### src/rtl/fram_word_bridge_pkg.sv
// Shared FRAM constants: FSM state codes, default geometry/timeout and a lane helper.
// Imported by the word bridge and by the SPI master.
package fram_pkg;

    localparam int FRAM_ADDR_BITS = 13;
    localparam int FRAM_TIMEOUT   = 1024;

    typedef logic [2:0]      fsm_state_t;
    typedef logic [3:0][7:0] word_t;

    localparam fsm_state_t ST_IDLE    = 3'd0;
    localparam fsm_state_t ST_SELECT  = 3'd1;
    localparam fsm_state_t ST_REQ     = 3'd2;
    localparam fsm_state_t ST_RELEASE = 3'd3;
    localparam fsm_state_t ST_DONE    = 3'd4;

    // Marks every byte lane from 'first' upward as unread (8'hFF).
    function automatic word_t pad_unread(input word_t w, input logic [2:0] first);
        word_t r;
        r = w;
        for (int l = 0; l < 4; l++) begin
            if (l >= int'(first)) r[l] = 8'hFF;
        end
        return r;
    endfunction

endpackage

### src/rtl/fram_word_bridge_if.sv
// CPU word port plus downstream FRAM byte port of the word bridge.
// slave = bridge view, master = CPU/SPI-master side view.
interface fram_word_bridge_if
    import fram_pkg::*;
#(
    parameter int ADDR_BITS = FRAM_ADDR_BITS
);
    logic                 mem_valid;
    logic [31:0]          mem_addr;
    logic [31:0]          mem_wdata;
    logic [3:0]           mem_wstrb;
    logic                 mem_ready;
    logic [31:0]          mem_rdata;
    logic                 err;
    logic [ADDR_BITS-1:0] f_addr;
    logic [7:0]           f_wdata;
    logic                 f_write;
    logic                 f_valid;
    logic                 f_ready;
    logic [7:0]           f_rdata;

    modport slave (
        input  mem_valid, mem_addr, mem_wdata, mem_wstrb, f_ready, f_rdata,
        output mem_ready, mem_rdata, err, f_addr, f_wdata, f_write, f_valid
    );

    modport master (
        output mem_valid, mem_addr, mem_wdata, mem_wstrb, f_ready, f_rdata,
        input  mem_ready, mem_rdata, err, f_addr, f_wdata, f_write, f_valid
    );
endinterface

### src/rtl/fram_word_bridge.sv
// Splits a 32-bit CPU access into up to four FRAM byte handshakes; latency 2 + per lane (1 + req + release) cycles.
// mem_valid must be held until the one-cycle mem_ready; each downstream phase is bounded by TIMEOUT (abort sets err).
module fram_word_bridge
    import fram_pkg::*;
#(
    parameter int ADDR_BITS = FRAM_ADDR_BITS,
    parameter int TIMEOUT   = FRAM_TIMEOUT
) (
    input logic               clk,
    input logic               resetn,
    fram_word_bridge_if.slave bus
);
    localparam int TW = $clog2(TIMEOUT + 1);

    fsm_state_t           r_state;
    logic [ADDR_BITS-3:0] r_word;
    word_t                r_wdata;
    logic [3:0]           r_wstrb;
    logic [2:0]           r_lane;
    logic [TW-1:0]        r_tmo;
    logic                 r_abort;
    word_t                r_rdata;
    logic [ADDR_BITS-1:0] r_f_addr;
    logic [7:0]           r_f_wdata;
    logic                 r_f_write;
    logic                 r_f_valid;

    logic w_is_read;
    logic w_lane_sel;
    logic w_tmo_hit;
    logic w_unused;

    assign w_is_read  = (r_wstrb == 4'b0000);
    assign w_lane_sel = w_is_read || r_wstrb[r_lane[1:0]];
    assign w_tmo_hit  = (r_tmo == TW'(TIMEOUT - 1));
    // Address bits outside the word index are deliberately dropped (wrap modulo 2^ADDR_BITS).
    assign w_unused   = ^{bus.mem_addr[31:ADDR_BITS], bus.mem_addr[1:0]};

    assign bus.mem_ready = (r_state == ST_DONE);
    assign bus.err       = (r_state == ST_DONE) && r_abort;
    assign bus.mem_rdata = r_rdata;
    assign bus.f_addr    = r_f_addr;
    assign bus.f_wdata   = r_f_wdata;
    assign bus.f_write   = r_f_write;
    assign bus.f_valid   = r_f_valid;

    always_ff @(posedge clk) begin
        if (!resetn) begin
            r_state   <= ST_IDLE;
            r_word    <= '0;
            r_wdata   <= '0;
            r_wstrb   <= '0;
            r_lane    <= '0;
            r_tmo     <= '0;
            r_abort   <= 1'b0;
            r_rdata   <= '0;
            r_f_addr  <= '0;
            r_f_wdata <= '0;
            r_f_write <= 1'b0;
            r_f_valid <= 1'b0;
        end else begin
            case (r_state)
                ST_IDLE: begin
                    // A lingering f_ready from the previous access blocks the start.
                    if (bus.mem_valid && !bus.f_ready) begin
                        r_word  <= bus.mem_addr[ADDR_BITS-1:2];
                        r_wdata <= bus.mem_wdata;
                        r_wstrb <= bus.mem_wstrb;
                        r_lane  <= '0;
                        r_abort <= 1'b0;
                        r_state <= ST_SELECT;
                    end
                end
                ST_SELECT: begin
                    if (r_lane[2]) begin
                        r_state <= ST_DONE;
                    end else if (w_lane_sel) begin
                        r_f_addr  <= {r_word, r_lane[1:0]};
                        r_f_wdata <= r_wdata[r_lane[1:0]];
                        r_f_write <= !w_is_read;
                        r_f_valid <= 1'b1;
                        r_tmo     <= '0;
                        r_state   <= ST_REQ;
                    end else begin
                        r_lane <= r_lane + 3'd1;
                    end
                end
                ST_REQ: begin
                    if (bus.f_ready) begin
                        if (w_is_read) r_rdata[r_lane[1:0]] <= bus.f_rdata;
                        r_f_valid <= 1'b0;
                        r_tmo     <= '0;
                        r_state   <= ST_RELEASE;
                    end else if (w_tmo_hit) begin
                        if (w_is_read) r_rdata <= pad_unread(r_rdata, r_lane);
                        r_abort   <= 1'b1;
                        r_f_valid <= 1'b0;
                        r_state   <= ST_DONE;
                    end else begin
                        r_tmo <= r_tmo + 1'b1;
                    end
                end
                ST_RELEASE: begin
                    if (!bus.f_ready) begin
                        r_lane  <= r_lane + 3'd1;
                        r_state <= ST_SELECT;
                    end else if (w_tmo_hit) begin
                        // Current lane was already captured; only later lanes are unread.
                        if (w_is_read) r_rdata <= pad_unread(r_rdata, r_lane + 3'd1);
                        r_abort <= 1'b1;
                        r_state <= ST_DONE;
                    end else begin
                        r_tmo <= r_tmo + 1'b1;
                    end
                end
                ST_DONE: begin
                    r_state <= ST_IDLE;
                end
                default: begin
                    r_state <= ST_IDLE;
                end
            endcase
        end
    end

endmodule

### src/flat_wrapper.sv
// flat-port wrapper written by rule: the top's interface ports become plain ports
module fram_word_bridge_flat import fram_pkg::*;
#(
    parameter int ADDR_BITS = FRAM_ADDR_BITS,
    parameter int TIMEOUT   = FRAM_TIMEOUT
)
  (clk, resetn, bus_mem_valid, bus_mem_addr, bus_mem_wdata, bus_mem_wstrb, bus_f_ready, bus_f_rdata, bus_mem_ready, bus_mem_rdata, bus_err, bus_f_addr, bus_f_wdata, bus_f_write, bus_f_valid);
  fram_word_bridge_if #(.ADDR_BITS(ADDR_BITS)) bus_i ();
  input logic clk;
  input logic resetn;
  input wire logic [$bits(bus_i.mem_valid)-1:0] bus_mem_valid;
  input wire logic [$bits(bus_i.mem_addr)-1:0] bus_mem_addr;
  input wire logic [$bits(bus_i.mem_wdata)-1:0] bus_mem_wdata;
  input wire logic [$bits(bus_i.mem_wstrb)-1:0] bus_mem_wstrb;
  input wire logic [$bits(bus_i.f_ready)-1:0] bus_f_ready;
  input wire logic [$bits(bus_i.f_rdata)-1:0] bus_f_rdata;
  output wire logic [$bits(bus_i.mem_ready)-1:0] bus_mem_ready;
  output wire logic [$bits(bus_i.mem_rdata)-1:0] bus_mem_rdata;
  output wire logic [$bits(bus_i.err)-1:0] bus_err;
  output wire logic [$bits(bus_i.f_addr)-1:0] bus_f_addr;
  output wire logic [$bits(bus_i.f_wdata)-1:0] bus_f_wdata;
  output wire logic [$bits(bus_i.f_write)-1:0] bus_f_write;
  output wire logic [$bits(bus_i.f_valid)-1:0] bus_f_valid;
  assign bus_i.mem_valid = bus_mem_valid;
  assign bus_i.mem_addr = bus_mem_addr;
  assign bus_i.mem_wdata = bus_mem_wdata;
  assign bus_i.mem_wstrb = bus_mem_wstrb;
  assign bus_i.f_ready = bus_f_ready;
  assign bus_i.f_rdata = bus_f_rdata;
  assign bus_mem_ready = bus_i.mem_ready;
  assign bus_mem_rdata = bus_i.mem_rdata;
  assign bus_err = bus_i.err;
  assign bus_f_addr = bus_i.f_addr;
  assign bus_f_wdata = bus_i.f_wdata;
  assign bus_f_write = bus_i.f_write;
  assign bus_f_valid = bus_i.f_valid;
  fram_word_bridge #(.ADDR_BITS(ADDR_BITS), .TIMEOUT(TIMEOUT)) u_core (.clk(clk), .resetn(resetn), .bus(bus_i));
endmodule
### config.mk
export PLATFORM = sky130hd
export DESIGN_NAME = fram_word_bridge_flat
export DESIGN_NICKNAME = d
export VERILOG_FILES = /design/src/rtl/fram_word_bridge_pkg.sv /design/src/rtl/fram_word_bridge_if.sv /design/src/rtl/fram_word_bridge.sv /design/src/flat_wrapper.sv
export SDC_FILE = /design/constraint.sdc
export NUM_CORES = 1
export LEC_CHECK = 0
export BUFFER_PORTS_ARGS = -buffer_cell sky130_fd_sc_hd__buf_2
export CORE_MARGIN = 4
export CORE_UTILIZATION = 53
export CTS_BUF_LIST = sky130_fd_sc_hd__clkbuf_16
export CTS_CLUSTER_DIAMETER = 80
export DETAILED_ROUTE_END_ITERATION = 7
export GPL_TIMING_DRIVEN = 0
export PLACE_DENSITY = 0.8
export SYNTH_ARGS = -nofsm -noshare
export SYNTH_HDL_FRONTEND = slang
export SYNTH_SLANG_ARGS = --single-unit
### constraint.sdc
create_clock -name clk -period 2.92 [get_ports clk]
set_input_delay 0.584 -clock clk [delete_from_list [all_inputs] [get_ports clk]]
set_output_delay 0.584 -clock clk [all_outputs]
set_load 0.05 [all_outputs]
==> summary.md <==
| Metric | Value |
|---|---|
| Top_reg_cell synth | `dfxtp_1` |
| Syn Inst Count | `approximately 640` |
| Routed length per instance | `15.54 um` |
| Synth Register Bits | `120` |
| Simple logic cell fraction of the synthesized area | `0.2067` |
| Vias after detailed routing | `5118` |
| Area growth syn-to-layout | `26.48%` |
| Drt first pass iters | `5` |
| Initial core utilization | `0.5530` |
| Crit path DAT | `roughly 3000 ps` |
| Multiplexer share of the synthesized area | `0.05624` |
| Pin count of the biggest net entering global routing | `17` |
| Net count after synthesis | `728` |
| XOR/XNOR share of the synthesized area | `0.01009` |
| Synth cell types | `53` |
| Tot GR Track Use | `0.2561` |
| Synthesized area per cell | `between 8 and 9 sq um` |
| Row Count | `35` |
| Final wirelength | `14.25 mm` |
| Clock Pin Slew Worst Setup and Hold Paths | `60 ps` |
| Final core utilization | `0.6994` |
| TritonCTS buffer count | `17` |
| Max_cap viols | `0` |
| Final Cycle Share | `0.9377` |
| Clk_lat worst skew | `410 ps` |
| Critical Path Sink Type | `register` |
| Hold Fails Final Rpt | `0` |
| TritonCTS clock tree | `done` |
| Core ar. | `about 0.0094 sq mm` |
| Setup bufs post-CTS | `0` |
| # diodes | `0` |
| Worst rel slew slack | `0.3538` |
| Critical Path RT | `between 3000 and 4000 ps` |
| Cell Area, Synth | `0.005206 sq mm` |
| Fmax | `365.2 MHz` |
| Initial antenna violation count | `0` |
| Crit path max fanout | `10` |
| Clock Tree Buf Depth | `2` |
| Setup TNS | `0 ps` |
| Final critical-path required period | `between 2000 and 3000 ps` |
| Die X | `107.1 um` |
| Smallest hold slack | `409.5 ps` |
| Post-Route Skew | `6.373 ps` |
| Compound-Gate Fraction of Synth Area | `0.2007` |
| DP Area | `0.005943 sq mm` |
| Number of H-tree levels | `4` |
| Post-route DRC | `0` |
| Non-Filler Cell Area, Final | `0.006585 sq mm` |
| Layout cell share with drive strength beyond 1 | `0.2157` |
| First-pass GRT wire length | `~24 mm` |
| Synth warn | `0` |
| ANT nets after route | `0` |
| GRT overflow | `0` |
| Status | `finished, final reports clean` |
| GPL Wtd Cong | `about 0.88` |
| Critical Path Source Type | `register` |
| EDFF count, synth | `0` |
| Nets | `862` |
| Async S/R FF share, synth | `0` |
| Number of global-route vias before repair | `5166` |
| Die area | `~0.011 sq mm` |
| Root buffer cell | `clkbuf_16` |
| CP Class | `reg -> reg` |
| Static leakage | `2.650 nW` |
| 1st-iter DRT viols | `308` |
| Die Y | `107.1 um` |
| # IOs | `~140` |
| Sequential share of the synthesized area | `0.4614` |
| Largest family of logic cells by synthesized area | `simple AND/OR/NAND/NOR gates` |
| Final Slew Violations | `0` |
| Final-report setup violation count | `0` |
| Tot Pwr | `4.284 mW` |
| Vias/cell | `5.581` |
| Worst slew pin tran | `960.4 ps` |
| Hold WC Path Type | `in -> reg` |
| CTS sink cnt | `120` |
| # port buffers | `115` |
| Post-Synth Adder-Cell Area | `0.01634` |
| Worst vdd ir | `0.0003311 V` |
| Hpwl dp | `10.22 mm` |
| Power density over the cells | `approximately 650 mW/mm^2` |
| RSZ-0062 raised after global routing | `no` |
==> critical path, stage by stage (launching register included) <==
cell      delay [ps]
dfxtp_1          390
buf_2            240
buf_4            260
inv_1            110
ha_1             210
buf_1            220
o21bai_1         220
a21oi_1          180
o22ai_2          190
and2_1           200
buf_2            170
a211oi_1         250
==> metal layers <==
metal	GRT usage	wire, um	up-vias
li1	-	-	2478
met4	0.1196	360	0
met2	0.4348	6990	238
met3	0.05479	1120	39
met1	0.3085	5777	2363
met5	0	0	-
==> worst paths after layout <==
check                                              start                        to  slack (ps)  cells after the start
worst max-delay path                    u_core.r_lane[0]   u_core.bus.mem_rdata[2]         180                     11
worst min-delay path                     bus_mem_addr[3]          u_core.r_word[1]         410                      3
worst max register to register          u_core.r_lane[0]   u_core.bus.mem_rdata[2]         180                     11
worst min register to register  u_core.bus.mem_rdata[25]  u_core.bus.mem_rdata[25]         440                      2
==> synth_stat cells (3+ instances only) <==
library cell / count / share of area
a31oi_1: 3 / 0.0036
nand2_1: 160 / 0.12
dfxtp_1: 120 / 0.46
ha_1: 6 / 0.014
o21ai_0: 32 / 0.031
inv_1: 17 / 0.012
or4_1: 3 / 0.0043
o31ai_1: 3 / 0.0043
a211oi_1: 9 / 0.013
mux2i_1: 9 / 0.017
nor2_1: 27 / 0.019
nand3_1: 15 / 0.014
mux4_2: 9 / 0.039
xnor2_1: 5 / 0.0084
and2_1: 10 / 0.012
a21oi_1: 114 / 0.11
buf_2: 4 / 0.0038
or2_2: 3 / 0.0036
nand2b_1: 4 / 0.0048
clkbuf_1: 37 / 0.027
buf_1: 3 / 0.0022
a41oi_1: 3 / 0.0050
nor3_1: 5 / 0.0048
nor4_1: 3 / 0.0036
==> metrics by stage <==
step / setup slack, ps / cells
after floorplan: 296.4 / 642
after global placement: -245.6 / 886
after detailed placement: -445.3 / 886
after CTS: 39.17 / 917
after global routing: 17.80 / 917
final: 181.8 / 917
==> layout make-up <==
type | count | area, sq um
Inverter | 17 | 63.81
Timing Repair Buffer | 115 | 575.6
Clock buffer | 17 | 425.4
Buffer | 46 | 192.7
Fill cell | 759 | 2830
Clock inverter | 14 | 206.4
Sequential cell | 120 | 2402
Multi-Input combinational cell | 459 | 2557
Tap cell | 129 | 161.4
==> flip-flops by register name, summed over array words and instances (netlist names) <==
name                  cells
u_core.bus.f_valid        1
u_core.r_lane             3
u_core.r_tmo             11
u_core.bus.mem_rdata     32
u_core.r_wdata           32
u_core.r_state            3
u_core.r_abort            1
u_core.bus.f_write        1
u_core.r_wstrb            4
u_core.bus.f_addr        13
u_core.bus.f_wdata        8
u_core.r_word            11
==> where the power goes <==
group          internal (mW)  total (mW)  switching (mW)  leakage [nW]
clock network           1.50        2.24           0.744         0.302
logic                  0.112       0.332           0.219          1.38
registers               1.68        1.71          0.0260         0.972
total                   3.30        4.28           0.989          2.65
==> cell families after synthesis <==
group / after synthesis
compound gates: 183
simple gates: 245
fa+ha+maj: 7
mux: 18
flops: 120
buf+inv: 63
xor+xnor: 6
==> cell usage in the layout (no fill, tap or decap), types with 3 or more instances in the layout <==
cell type,instances
nand2b_1,4
nor3_1,5
ha_1,6
clkbuf_1,37
clkinvlp_4,3
nor2_1,27
nand3_1,15
a41oi_1,3
and2_1,10
a31oi_1,3
xnor2_1,5
mux4_2,9
or4_1,3
a21oi_1,114
or2_2,3
inv_1,18
a211oi_1,9
clkbuf_16,17
nand2_1,160
bufinv_16,5
dfxtp_1,120
nor4_1,3
mux2i_1,9
o21ai_0,32
buf_2,119
o31ai_1,3
==> timing repair <==
item | 4_1_cts | 5_1_grt
hold buffers | 0 | 0
endpoints found under the setup margin | 16 | 8
gates resized for setup | 5 | 2
(Power assumes the default switching activity.)
